File: src/rtl/rv_ops_stage.sv
// rv_ops_stage: operand-select stage of a multithreaded RV32 pipeline.
// It picks op1/op2/op3 from the decoded instruction and holds them in a
// 2-entry in-order skid buffer. A per-thread flush kills buffered entries
// and matching inputs.
// Optional feature: define RV_OPS_FWD_EN to add the wb_* ports. With it,
// write-back data is forwarded into Rs1/Rs2 when the instruction is captured.
module rv_ops_stage #(
    parameter int WIDTH   = 32,
    parameter int THREADS = 4,
    localparam int TID_W  = (THREADS > 1) ? $clog2(THREADS) : 1
) (
    input  logic             clk,
    input  logic             rst,
    input  logic             in_valid,
    output logic             in_ready,
    input  logic [TID_W-1:0] in_tid,
    input  logic [6:0]       opcode,
    input  logic [2:0]       funct3,
    input  logic [4:0]       rs1_idx,
    input  logic [4:0]       rs2_idx,
    input  logic [WIDTH-1:0] Rs1,
    input  logic [WIDTH-1:0] Rs2,
    input  logic [WIDTH-1:0] imm,
    input  logic [WIDTH-1:0] PC,
    input  logic [WIDTH-1:0] CSR,
`ifdef RV_OPS_FWD_EN
    input  logic             wb_valid,
    input  logic [TID_W-1:0] wb_tid,
    input  logic [4:0]       wb_idx,
    input  logic [WIDTH-1:0] wb_data,
`endif
    input  logic             flush,
    input  logic [TID_W-1:0] flush_tid,
    output logic             out_valid,
    input  logic             out_ready,
    output logic [TID_W-1:0] out_tid,
    output logic [WIDTH-1:0] out_op1,
    output logic [WIDTH-1:0] out_op2,
    output logic [WIDTH-1:0] out_op3
);

    localparam logic [6:0] OPC_LOAD   = 7'b0000011;
    localparam logic [6:0] OPC_OPIMM  = 7'b0010011;
    localparam logic [6:0] OPC_STORE  = 7'b0100011;
    localparam logic [6:0] OPC_JAL    = 7'b1101111;
    localparam logic [6:0] OPC_JALR   = 7'b1100111;
    localparam logic [6:0] OPC_AUIPC  = 7'b0010111;
    localparam logic [6:0] OPC_LUI    = 7'b0110111;
    localparam logic [6:0] OPC_BRANCH = 7'b1100011;
    localparam logic [6:0] OPC_MISC   = 7'b0001111;
    localparam logic [6:0] OPC_SYSTEM = 7'b1110011;

    typedef struct packed {
        logic [TID_W-1:0] tid;
        logic [WIDTH-1:0] op1;
        logic [WIDTH-1:0] op2;
        logic [WIDTH-1:0] op3;
    } entry_t;

    entry_t     ent_reg [2];
    entry_t     ent_next [2];
    entry_t     new_entry;
    logic [1:0] count_reg;
    logic [1:0] count_next;
    logic [1:0] surv;
    logic       in_ready_reg;
    logic [1:0] keep;
    logic       pop;
    logic       accept;
    logic       store;
    logic [WIDTH-1:0] rs1_val;
    logic [WIDTH-1:0] rs2_val;

`ifdef RV_OPS_FWD_EN
    // Bypass a same-thread write-back landing this cycle; x0 is never forwarded
    always_comb begin
        rs1_val = Rs1;
        rs2_val = Rs2;
        if (wb_valid && (wb_tid == in_tid) && (wb_idx != 5'd0)) begin
            if (wb_idx == rs1_idx) rs1_val = wb_data;
            if (wb_idx == rs2_idx) rs2_val = wb_data;
        end
    end
`else
    // Register indices only matter for forwarding
    logic unused_idx;
    assign unused_idx = ^{rs1_idx, rs2_idx};
    assign rs1_val = Rs1;
    assign rs2_val = Rs2;
`endif

    // Operand selection by major opcode; op3 carries store data / branch rs2
    always_comb begin
        new_entry.tid = in_tid;
        new_entry.op1 = rs1_val;
        new_entry.op2 = rs2_val;
        new_entry.op3 = '0;
        case (opcode)
            OPC_LOAD, OPC_OPIMM: new_entry.op2 = imm;
            OPC_STORE: begin
                new_entry.op2 = imm;
                new_entry.op3 = rs2_val;
            end
            OPC_JAL, OPC_JALR, OPC_AUIPC: begin
                new_entry.op1 = PC;
                new_entry.op2 = imm;
            end
            OPC_LUI: begin
                new_entry.op1 = '0;
                new_entry.op2 = imm;
            end
            OPC_BRANCH: begin
                new_entry.op1 = PC;
                new_entry.op2 = imm;
                new_entry.op3 = rs2_val;
            end
            OPC_MISC: new_entry.op2 = CSR;
            OPC_SYSTEM: begin
                if ((funct3 == 3'd6) || (funct3 == 3'd7)) begin
                    new_entry.op1 = CSR;
                    new_entry.op2 = imm;
                end else begin
                    new_entry.op2 = CSR;
                end
            end
            default: ;
        endcase
    end

    assign out_valid = (count_reg != 2'd0);
    assign in_ready  = in_ready_reg;
    assign pop       = out_valid && out_ready;
    assign accept    = in_valid && in_ready_reg;
    assign store     = accept && !(flush && (in_tid == flush_tid));

    // A slot survives unless it is empty, flushed, or the head being popped
    genvar gi;
    generate
        for (gi = 0; gi < 2; gi++) begin : g_keep
            assign keep[gi] = (count_reg > 2'(gi))
                            && !(flush && (ent_reg[gi].tid == flush_tid))
                            && !((gi == 0) && pop);
        end
    endgenerate

    // Compact the surviving entries toward the head, then append the new one
    always_comb begin
        ent_next[0] = ent_reg[0];
        ent_next[1] = ent_reg[1];
        surv        = 2'd0;
        if (keep[0]) begin
            if (keep[1]) surv = 2'd2;
            else         surv = 2'd1;
        end else if (keep[1]) begin
            ent_next[0] = ent_reg[1];
            surv        = 2'd1;
        end
        if (store) begin
            if (surv == 2'd0) ent_next[0] = new_entry;
            else              ent_next[1] = new_entry;
        end
        count_next = surv + {1'b0, store};
    end

    // Buffer state; in_ready is registered from the post-edge occupancy
    always_ff @(posedge clk) begin
        if (rst) begin
            for (int i = 0; i < 2; i++) ent_reg[i] <= '0;
            count_reg    <= 2'd0;
            in_ready_reg <= 1'b1;
        end else begin
            for (int i = 0; i < 2; i++) ent_reg[i] <= ent_next[i];
            count_reg    <= count_next;
            in_ready_reg <= (count_next != 2'd2);
        end
    end

    assign out_tid = ent_reg[0].tid;
    assign out_op1 = ent_reg[0].op1;
    assign out_op2 = ent_reg[0].op2;
    assign out_op3 = ent_reg[0].op3;

endmodule

File: config.mk
export PLATFORM = sky130hd
export DESIGN_NAME = rv_ops_stage
export DESIGN_NICKNAME = d
export VERILOG_FILES = /design/src/rtl/rv_ops_stage.sv
export SDC_FILE = /design/constraint.sdc
export NUM_CORES = 1
export LEC_CHECK = 0
export ABC_AREA = 1
export CORE_MARGIN = 4
export CORE_UTILIZATION = 29
export CTS_BUF_LIST = sky130_fd_sc_hd__clkbuf_4 sky130_fd_sc_hd__clkbuf_8
export DETAILED_ROUTE_END_ITERATION = 8
export GPL_ROUTABILITY_DRIVEN = 0
export PLACE_DENSITY_LB_ADDON = 0.12
export SLEW_MARGIN = 30
export SYNTH_ARGS = -nofsm -noshare
export SYNTH_HDL_FRONTEND = slang
export SYNTH_SLANG_ARGS = --single-unit
File: constraint.sdc
create_clock -name clk -period 4.9 [get_ports clk]
set_clock_uncertainty 0.15 [all_clocks]
set_input_delay 0.98 -clock clk [delete_from_list [all_inputs] [get_ports clk]]
set_output_delay 0.98 -clock clk [all_outputs]
set_load 0.03 [all_outputs]
Word-level counts from Yosys, hierarchy flattened
Memories as Yosys holds them, arrays and structs flattened.
Cells that the tools add are included.
{"block": "word_totals", "output_inout_bits": 100, "n_memories": 1, "inputBits": 189, "wordCells": 61, "reg_bits": 3, "ram_bits": 196}
{"block": "op_classes", "eq_ne": 16, "bitwise": 2, "add_sub_neg": 1, "n_reduce_logical": 19, "n_lt_le_gt_ge": 2, "n_mux": 18}
{"memory": "ent_reg", "words": 2, "width": 98, "read_ports": 2, "rd_clocked_by_memory_dff": 0, "wr": 2, "line_no": "60", "text": "entry_t ent_reg [2];"}
{"operator": "2-to-1 mux 98 bit", "n": 6}
{"operator": "2-to-1 mux 196 bit", "n": 1}
{"operator": "case mux 32 bit (3 select lines)", "n": 2}
{"operator": "2-to-1 mux 32 bit", "n": 3}
{"operator": "equality test 7 bit (second input constant)", "n": 4}
{"operator": "equality test 7 x 5 -> 1 bit (second input constant)", "n": 2}
{"operator": "equality test 7 x 6 -> 1 bit (second input constant)", "n": 2}
{"operator": "logical AND 1 bit", "n": 9}
{"operator": "OR reduction 8 bit", "n": 1}
{"operator": "equality test 7 x 2 -> 1 bit (second input constant)", "n": 1}
{"operator": "equality test 7 x 4 -> 1 bit (second input constant)", "n": 1}
{"operator": "equality test 2 bit", "n": 3}
{"operator": "equality test 3 bit (second input constant)", "n": 2}
{"operator": "greater-than comparator 2 x 1 -> 1 bit (second input constant)", "n": 2}
{"operator": "zero test 1 bit", "n": 4}
{"operator": "2-to-1 mux 1 bit", "n": 4}
{"operator": "2-to-1 mux 2 bit", "n": 2}
{"operator": "OR reduction 4 bit", "n": 1}
{"operator": "adder 2 x 1 -> 2 bit", "n": 1}
{"operator": "zero test 2 bit", "n": 1}
{"operator": "inequality test 2 bit (second input constant)", "n": 1}
{"operator": "bitwise OR 1 bit", "n": 2}
{"operator": "nonzero test 2 bit", "n": 1}
{"operator": "OR reduction 2 bit", "n": 1}
{"operator": "logical OR 1 bit", "n": 1}

Logic depth before layout (Yosys ltp)
Gate-level depths: netlist of run 1.
An unclocked memory read counts as a cell.
{"block": "depth", "ltp_word": 11, "mapped_depth": 15, "ltp_nobuf": 11}

Worst setup path after synthesis of run 1
Ideal clock, no wire load.
{"block": "synth_path", "kind": "input-to-reg", "start": "input port flush_tid[0]", "end": "memory ent_reg[0][0] (netlist name)", "stages": 13, "setup_ps": 129, "required_ps": 4621, "path_buffers": 4, "slack_ps": 1917, "arrival_ps": 2704, "cell_sequence": "inv_1 -> nand2_1 -> nand3_1 -> nor2_1 -> nor2_2 -> buf_4 -> buf_2 -> inv_1 -> ha_1 -> nand3_1 -> buf_2 -> buf_1 -> a21oi_1"}
{"item": "start: declaration", "line_no": "33", "text": "input logic [TID_W-1:0] flush_tid,"}
{"item": "end: declaration", "line_no": "60"}

==> impl_metrics.py, run 1 <==
metrics = {
    "yosys": {
        "synth_area_leaders": "dfxtp_1, nand2_1, nand3_1",
        "synth_area_um2": 12300,
        "syn_inst": 1963,
        "ys_ff_latch": 199,
        "synth_top_area_share_pct": 32.5,
        "synth.avg_cell_area_um2": 6.25,
        "synth_warnings": 0,
        "synthesis.nets": 2154,
        "synth_cell_types": 25,
        "ys_seq_area_share_pct": 32.5,
        "yosysTopAreaCell": "dfxtp_1",
    },
    "critical_path": {
        "crit_start": "flush_tid[1]",
        "crit_top_cell": "inv_1",
        "cp.required_ns": 5.17,
        "crit_chain": "clkdlybuf4s50_1 -> inv_1 -> nand2_1 -> nand3_1 -> nor2_1 -> nor2_4 -> inv_1 -> ha_1 -> nand3_4 -> buf_4 -> o21ai_0 -> a21oi_1",
        "rr_startpoint": "ent_reg[0][195]",
        "end_kind": "flop",
        "critPathArrivalTime_ns": 3.45,
        "cp_slowest_cell": "clkdlybuf4s50_1",
        "critPathMaxStageDelay_ns": 0.54,
        "start_kind": "primary input",
        "path_delay_family": "buffers and inverters",
        "cp_max_fo": 38,
        "path_class": "in2reg",
        "critPathBufInv": 4,
    },
    "layout": {
        "largest_register_ffs": 196,
        "final_cell_mix": "nand2_1, clkdlybuf4s50_1, inv_1",
        "drive_above_1_share_pct": 4.94,
        "finish.net_count": 2244,
        "areaGrowthSynthToFinish_pct": 23.0,
        "final_area_um2": 15100,
        "final_common_cell": "nand2_1",
        "fillers": 4652,
    },
    "power": {
        "p_per_area_nw_per_um2": 282,
        "p_total_mw": 4.26,
        "peakVddDrop_mv": 0.156,
        "leakagePower_nw": 6.81,
    },
    "timing": {
        "worstMarginPinSlew_ns": 0.960,
        "finalSetupTns_ns": 0,
        "finalMaxSlewViolations": 0,
        "min_period_over_period_pct": 65.0,
        "period_minus_slack_ns": 3.18,
        "rsz0062_at_grt": "false",
        "max_freq_mhz": 314,
        "setup-violations-final": 0,
        "slew_headroom_pct": 36.0,
        "report.final.hold_viol_count": 0,
    },
    "clock_tree": {
        "clk_path_buf_depth": 2,
        "hold_buffers": 0,
        "cts_setup_buffers": 0,
        "clkTransAtPathRegs_ns": 0.10,
        "tritoncts": "built",
        "clock_latency_ns": 0.53,
        "clkSinkCount": 199,
        "htree_levels": 4,
        "cts_made_buffers": 17,
        "ctsResizeCount": 0,
        "root_buffer": "clkbuf_8",
    },
    "die": {
        "dieHeight_um": 214,
        "fp.dieW_um": 214,
        "rows": 75,
        "start_util_pct": 29.3,
        "core_um2": 41900,
        "die_area_um2": 45700,
        "ios": 289,
    },
    "flow_run": {
        "cap_viol_max_count": 0,
    },
    "placed_design": {
        "place_area_um2": 14700,
        "dp_hpwl_um": 33600,
        "io_buffers": 277,
    },
    "grt": {
        "grt_pass1_wl_um": 71000,
        "grt_max_degree": 85,
        "overflow": 0,
        "grt_pass1_vias": 11600,
        "grt_antenna_before_repair": 16,
        "grtUsageTotal_pct": 20.6,
    },
    "routing": {
        "wl_per_cell_um": 18.3,
        "drt_iter0_markers": 783,
        "drc": 0,
        "dr.pass1.iters": 6,
        "vias_per_cell": 4.79,
        "ant_nets": 0,
        "vias": 12500,
        "route.final.wire_length_um": 47800,
    },
    "min_path": {
        "hp-class": "reg2reg",
        "min_from": "ent_reg[0][125]",
    },
    "outcome": {
        "status": "completed",
    },
}
## worst min-delay path, delay by kind of cell, from the launching register on
family	cells	cell delay, ns
flip-flops	1	0.32
AO/OA/AOI/OAI	1	0.05
AND/OR/NAND/NOR	1	0.06
## power by group
group	switching (mW)	internal (mW)	leakage, nW	total (mW)
sequential	0.0748	1.76	1.63	1.83
clock	0.658	0.560	0.224	1.22
combinational	0.720	0.493	4.96	1.21
## layout make-up
| class | count | area [um^2] | area share (%) |
|---|---|---|---|
| diodes | 5 | 12.5 | 0.0829 |
| clock buffers | 22 | 290 | 1.92 |
| clock inverters | 10 | 140 | 0.928 |
| inverters | 213 | 802 | 5.31 |
| multi-input cells | 1320 | 6130 | 40.6 |
| flip-flops and latches | 199 | 3980 | 26.4 |
| well taps | 539 | 674 | 4.47 |
| repair buffers | 302 | 3060 | 20.3 |
## synth_stat cells
| cell | number |
|---|---|
| nor2_1 | 197 |
| o21ai_1 | 9 |
| nand4_1 | 65 |
| nor3_4 | 1 |
| buf_1 | 7 |
| inv_1 | 209 |
| nor2_4 | 2 |
| buf_6 | 3 |
| buf_2 | 65 |
| nand2_4 | 1 |
| buf_4 | 109 |
| a21oi_1 | 116 |
| xnor2_1 | 3 |
| dfxtp_1 | 199 |
| nand3_1 | 204 |
| nand2_2 | 26 |
| o21a_1 | 64 |
| nand2_1 | 478 |
| fa_1 | 1 |
| or2_2 | 2 |
| nor2_2 | 4 |
| inv_2 | 4 |
| clkbuf_1 | 47 |
| ha_1 | 1 |
| o21ai_0 | 146 |
## routing by layer
metal	vias up	part of all wire [%]	track usage, %	routed length (um)
li1	6354	-	-	-
met1	5677	45	27.6	21400
met2	377	45	32.7	21700
met3	63	7.6	6.14	3610
met4	20	2.0	5.39	975
met5	-	0.27	0	129
## cells by family after synthesis
kind of cell / Yosys count / synth area share (%)
adders and majority gates: 2 / 0.265
buffers and inverters: 444 / 17.8
and+or+nand+nor: 980 / 34.3
xor gates and xnor gates: 3 / 0.214
DFF: 199 / 32.5
AOI/OAI and AO/OA: 335 / 15.0
## final timing paths
check / slack [ns] / end / cells past startpoint
setup / recovery: 1.72 / ent_reg[0][31] / 12
hold / removal: 0.31 / ent_reg[0][125] / 2
setup reg to reg: 2.35 / ent_reg[0][31] / 11
hold reg to reg: 0.31 / ent_reg[0][125] / 2
## per-stage QoR
step	worst slack, ns	util, %	cells	hold WS (ns)
finish	1.72	36.1	2610	0.314
global placement	1.18	35.0	2573	0.296
CTS	1.74	36.0	2605	0.317
floorplan	1.92	-	1963	0.287
detailed placement	1.13	35.0	2573	0.299
global route	1.41	36.0	2605	0.337
Note: power is estimated with default switching activity, not from simulation.
==> inputs of run 2 (changes only) <==
==> constraint.sdc (replaced) <==
create_clock -name clk -period 2.9 [get_ports clk]
set_clock_uncertainty 0.15 [all_clocks]
set_input_delay 0.58 -clock clk [delete_from_list [all_inputs] [get_ports clk]]
set_output_delay 0.58 -clock clk [all_outputs]
set_load 0.03 [all_outputs]
==> run 2 against run 1 <==
  * Power up 66%
  * First-iteration DRC count increased by 17%
  * Setup slack worse by 1.3 ns
  * Utilization up 0.95 points
  * Wire length increased by 1.3%
  * Non-clock buffer count is 35 higher
  * Worst hold slack worse by 0.0025 ns
  * Register-to-register slack worse by 1.7 ns
  * Global-route usage is 0.20 points higher
  * Design area increased by 2.6%
  * Count of clock-buffer cells in the layout fell by 4
  * Critical path type unchanged
  * Critical endpoint is now ent_reg[0][64]
  * Highest routed layer unchanged
==> impl_metrics.py, run 2 (synthesis gave the netlist of run 1 again) <==
metrics = {
    "outcome": {
        "status": "completed",
    },
    "placed_design": {
        "dp.cells": 2608,
        "dp_hpwl_um": 35100,
        "io_buffers": 277,
    },
    "power": {
        "p_switching_mw": 2.56,
        "p_per_area_nw_per_um2": 456,
        "leakagePower_nw": 7.02,
        "p_clk_share_pct": 26.5,
        "p_comb_share_pct": 29.6,
        "internal_power_mw": 4.50,
        "peakVddDrop_mv": 0.232,
        "seqPwrFrac_pct": 43.9,
        "switching_share_pct": 36.3,
    },
    "grt": {
        "overflow": 0,
        "grt_max_degree": 108,
        "grtUsageTotal_pct": 20.8,
        "grt_pass1_vias": 11800,
        "grt_antenna_before_repair": 19,
        "grt_pass1_wl_um": 72100,
    },
    "timing": {
        "rsz0062_at_grt": "false",
        "finalMaxSlewViolations": 0,
        "slew_headroom_pct": 59.5,
        "max_freq_mhz": 405,
        "worstMarginPinSlew_ns": 0.607,
        "finalSetupTns_ns": 0,
        "min_period_over_period_pct": 85.1,
        "period_minus_slack_ns": 2.47,
        "report.final.hold_viol_count": 0,
        "setup-violations-final": 0,
    },
    "clock_tree": {
        "clk_path_buf_depth": 2,
        "root_buffer": "clkbuf_8",
        "tritoncts": "built",
        "cts_made_buffers": 17,
        "clkTransAtPathRegs_ns": 0.11,
        "htree_levels": 4,
        "clkSinkCount": 199,
        "hold_buffers": 0,
        "clock_latency_ns": 0.50,
        "ctsResizeCount": 0,
        "cts_setup_buffers": 0,
    },
    "routing": {
        "wl_met2_um": 21800,
        "route.met3.wl_um": 4040,
        "wl_per_cell_um": 18.3,
        "dr.pass1.iters": 7,
        "vias_per_cell": 4.82,
        "route.final.wire_length_um": 48400,
        "met1_length_um": 21600,
        "drc": 0,
        "top_layer": "met5",
        "ant_nets": 0,
        "vias": 12700,
        "drt_iter0_markers": 919,
    },
    "min_path": {
        "hp-class": "reg2reg",
        "hold_depth": 2,
        "min_from": "ent_reg[0][125]",
        "min_to": "ent_reg[0][125]",
    },
    "die": {
        "dieHeight_um": 214,
        "fp.dieW_um": 214,
        "die_area_um2": 45700,
        "start_util_pct": 29.3,
        "core_um2": 41900,
        "ios": 289,
        "rows": 75,
    },
    "critical_path": {
        "rrSetupSlack_ns": 0.70,
        "cp_max_fo": 107,
        "start_kind": "primary input",
        "critPathArrivalTime_ns": 2.72,
        "rr_startpoint": "ent_reg[0][194]",
        "end_kind": "flop",
        "r2r_end": "ent_reg[0][64]",
        "rr_worst_depth": 11,
        "cp.required_ns": 3.15,
        "path_class": "in2reg",
    },
    "layout": {
        "largest_register_ffs": 196,
        "final_cells": 2645,
        "areaGrowthSynthToFinish_pct": 26.3,
        "final_cell_mix": "nand2_1, clkdlybuf4s50_1, inv_1",
        "final_common_cell": "nand2_1",
        "finish.net_count": 2279,
        "drive_above_1_share_pct": 6.47,
        "fillers": 4632,
    },
    "flow_run": {
        "cap_viol_max_count": 0,
    },
}
run 2: cell types whose count changed in the layout (fill, tap and decap cells not counted), sizes merged:
cell / delta
buf: +35
inv: +7
clkbuf: -4
bufinv: -3
run 2: power groups by stage:
stage | combinational [mW] | sequential, mW | clock, mW
after floorplan | 1.38 | 3.12 | 0
after CTS | 2.11 | 3.11 | 1.94
after global routing | 2.29 | 3.13 | 2.04
after global placement | 2.09 | 3.16 | 0
final | 2.09 | 3.10 | 1.87
after detailed placement | 2.10 | 3.17 | 0
run 2: cell type report:
cell class                 instances  area [um^2]  share of cell area, %
timing repair buffer             337         3510                   22.6
multi-input combinational       1320         6140                   39.6
sequential                       199         3980                   25.7
inverter                         213          802                   5.18
antenna                            5         12.5                 0.0807
tap                              539          674                   4.35
clock inverter                    14          131                  0.848
clock buffer                      18          248                   1.60
run 2: critical path: stages:
cell	delay [ns]
clkdlybuf4s50_1	0.53
inv_1	0.07
o21ai_1	0.12
nor2_1	0.08
nor2_4	0.10
inv_1	0.07
ha_1	0.24
nand3_4	0.13
buf_12	0.39
nand3_1	0.15
nand2_1	0.09
nor2_1	0.04
run 2: through the flow:
stage               hold WS [ns]  power [mW]  setup slack (ns)  instance area [um^2]  utilization (%)
floorplan                  0.287        4.50             0.317                 12300                -
global placement           0.295        5.26            -0.528                 15100             36.0
detailed placement         0.299        5.27           -0.0931                 15100             36.1
CTS                        0.317        7.16             0.398                 15500             37.0
global route               0.339        7.46             0.230                 15500             37.0
finish                     0.312        7.06             0.433                 15500             37.0
run 2: worst max path at each step:
| stage | from | cells past startpoint | end |
|---|---|---|---|
| 6_report | flush_tid[0] | 12 | ent_reg[0][64] |
| 5_1_grt | flush_tid[0] | 12 | ent_reg[0][68] |
| 4_1_cts | count_reg[1] | 2 | out_valid |
| 3_3_place_gp | opcode[1] | 10 | ent_reg[0][45] |
| 2_1_floorplan | flush_tid[0] | 13 | ent_reg[0][0] |
| 3_5_place_dp | opcode[1] | 13 | ent_reg[0][85] |
run 2: routing by layer:
layer  track usage [%]  vias up
met5                 0        -
met1              27.5     5879
met4              4.37       24
met3              6.85       60
li1                  -     6425
met2              33.5      359
==> inputs of run 3 (changes only) <==
--- a/config.mk
+++ b/config.mk
@@ -7,7 +7,7 @@
 export LEC_CHECK = 0
 export ABC_AREA = 1
 export CORE_MARGIN = 4
-export CORE_UTILIZATION = 29
+export CORE_UTILIZATION = 47
 export CTS_BUF_LIST = sky130_fd_sc_hd__clkbuf_4 sky130_fd_sc_hd__clkbuf_8
 export DETAILED_ROUTE_END_ITERATION = 8
 export GPL_ROUTABILITY_DRIVEN = 0
==> run 3 against run 2 <==
  * Clock power barely moved
  * First-iteration DRC count rose by 42%
  * Global-route usage rose by 7.0 points
  * Sequential share of layout area rose by 0.48 points
  * Largest power group unchanged
  * Combinational power fell by 2%
==> impl_metrics.py, run 3 (synthesis gave the netlist of run 1 again) <==
metrics = {
    "power": {
        "p_per_area_nw_per_um2": 462,
        "internal_power_mw": 4.54,
        "p_clk_share_pct": 26.7,
        "leakagePower_nw": 6.99,
        "p_comb_share_pct": 29.2,
        "peakVddDrop_mv": 0.290,
        "switching_share_pct": 35.5,
        "seqPwrFrac_pct": 44.1,
        "p_total_mw": 7.03,
        "p_switching_mw": 2.50,
    },
    "grt": {
        "grt_pass1_wl_um": 63600,
        "grt_max_degree": 83,
        "grtUsageTotal_pct": 27.8,
        "overflow": 0,
        "grt_pass1_vias": 11700,
        "grt_antenna_before_repair": 9,
    },
    "die": {
        "die_area_um2": 28800,
        "fp.dieW_um": 170,
        "core_um2": 25400,
        "dieHeight_um": 170,
        "ios": 289,
        "start_util_pct": 48.3,
        "rows": 58,
    },
    "min_path": {
        "hp-class": "reg2reg",
    },
    "clock_tree": {
        "ctsResizeCount": 0,
        "cts_made_buffers": 17,
        "root_buffer": "clkbuf_8",
        "clk_path_buf_depth": 2,
        "clock_latency_ns": 0.48,
        "clkSinkCount": 199,
        "cts_setup_buffers": 0,
        "htree_levels": 4,
        "clkTransAtPathRegs_ns": 0.13,
        "tritoncts": "built",
        "hold_buffers": 0,
    },
    "layout": {
        "register_area_um2": 3980,
        "largest_register_ffs": 196,
        "multi_input_area_um2": 6140,
        "areaGrowthSynthToFinish_pct": 24.0,
        "drive_above_1_share_pct": 5.98,
        "fillers": 2482,
        "final_area_um2": 15200,
        "final_common_cell": "nand2_1",
        "final_cell_mix": "nand2_1, clkdlybuf4s50_1, inv_1",
        "finish.net_count": 2268,
    },
    "routing": {
        "drc": 0,
        "drt_iter0_markers": 1302,
        "dr.pass1.iters": 6,
        "ant_nets": 0,
        "vias_per_cell": 5.29,
        "vias": 12800,
        "route.final.wire_length_um": 41300,
        "wl_per_cell_um": 17.0,
    },
    "outcome": {
        "status": "completed",
    },
    "critical_path": {
        "path_class": "in2reg",
        "critPathArrivalTime_ns": 2.69,
        "cp_slowest_cell": "clkdlybuf4s50_1",
        "end_kind": "flop",
        "cp_max_fo": 82,
        "critPathMaxStageDelay_ns": 0.54,
        "start_kind": "primary input",
        "cp.required_ns": 3.10,
        "crit_chain": "clkdlybuf4s50_1 -> inv_1 -> nand2_1 -> nand3_1 -> nor2_1 -> nor2_4 -> inv_1 -> ha_1 -> nand3_4 -> buf_12 -> o21ai_0 -> a21oi_1",
        "path_delay_family": "buffers and inverters",
        "critPathBufInv": 4,
        "crit_top_cell": "inv_1",
    },
    "timing": {
        "report.final.hold_viol_count": 0,
        "worstMarginPinSlew_ns": 0.847,
        "max_freq_mhz": 402,
        "rsz0062_at_grt": "false",
        "finalSetupTns_ns": 0,
        "setup-violations-final": 0,
        "slew_headroom_pct": 43.4,
        "finalMaxSlewViolations": 0,
        "min_period_over_period_pct": 85.7,
        "timing.final.ws_setup_ns": 0.415,
        "period_minus_slack_ns": 2.49,
    },
    "flow_run": {
        "cap_viol_max_count": 0,
    },
    "placed_design": {
        "place_area_um2": 14800,
        "dp_hpwl_um": 29800,
        "pre_cts_ws_ns": -0.0414,
        "io_buffers": 277,
    },
}
-- run 3: final cells by class --
cell class	count	share of cell area, %
diodes	5	0.0823
clock buffers	18	1.63
clock inverters	14	1.13
inverters	213	5.27
multi-input cells	1320	40.4
flip-flops and latches	199	26.2
well taps	330	2.71
repair buffers	326	22.6
-- run 3: power groups by stage --
stage	sequential, mW	clock [mW]	combinational [mW]
floorplan	3.12	0	1.38
global placement	3.16	0	2.02
detailed placement	3.17	0	2.04
CTS	3.10	1.91	2.05
global route	3.13	2.01	2.24
finish	3.10	1.88	2.05
-- run 3: final timing paths --
path                            cells after the start            start  slack (ns)               to
worst max register to register                     11  ent_reg[0][195]        0.69    ent_reg[0][8]
worst max-delay path                               12     flush_tid[1]        0.41    ent_reg[0][8]
worst min-delay path                                2  ent_reg[0][121]        0.32  ent_reg[0][121]
worst min register to register                      2  ent_reg[0][121]        0.32  ent_reg[0][121]
-- run 3: per-layer routing --
layer / global-route usage, % / part of all wire, %
met5: 0 / 0.17
met4: 8.75 / 2.7
met1: 36.2 / 41
met2: 45.3 / 46
met3: 7.34 / 9.9
-- run 3: per-stage QoR --
step,util (%),instances,hold WS [ns]
6_report,59.9,2425,0.321
5_1_grt,59.8,2421,0.350
4_1_cts,59.8,2420,0.323
3_5_place_dp,58.2,2388,0.298
3_3_place_gp,58.2,2388,0.294
2_1_floorplan,-,1963,0.287
-- run 3: tightest hold or removal path, delay by kind of cell, from the launching register on --
family | cells | cell delay [ns]
simple gates | 1 | 0.06
compound gates | 1 | 0.05
flops | 1 | 0.33
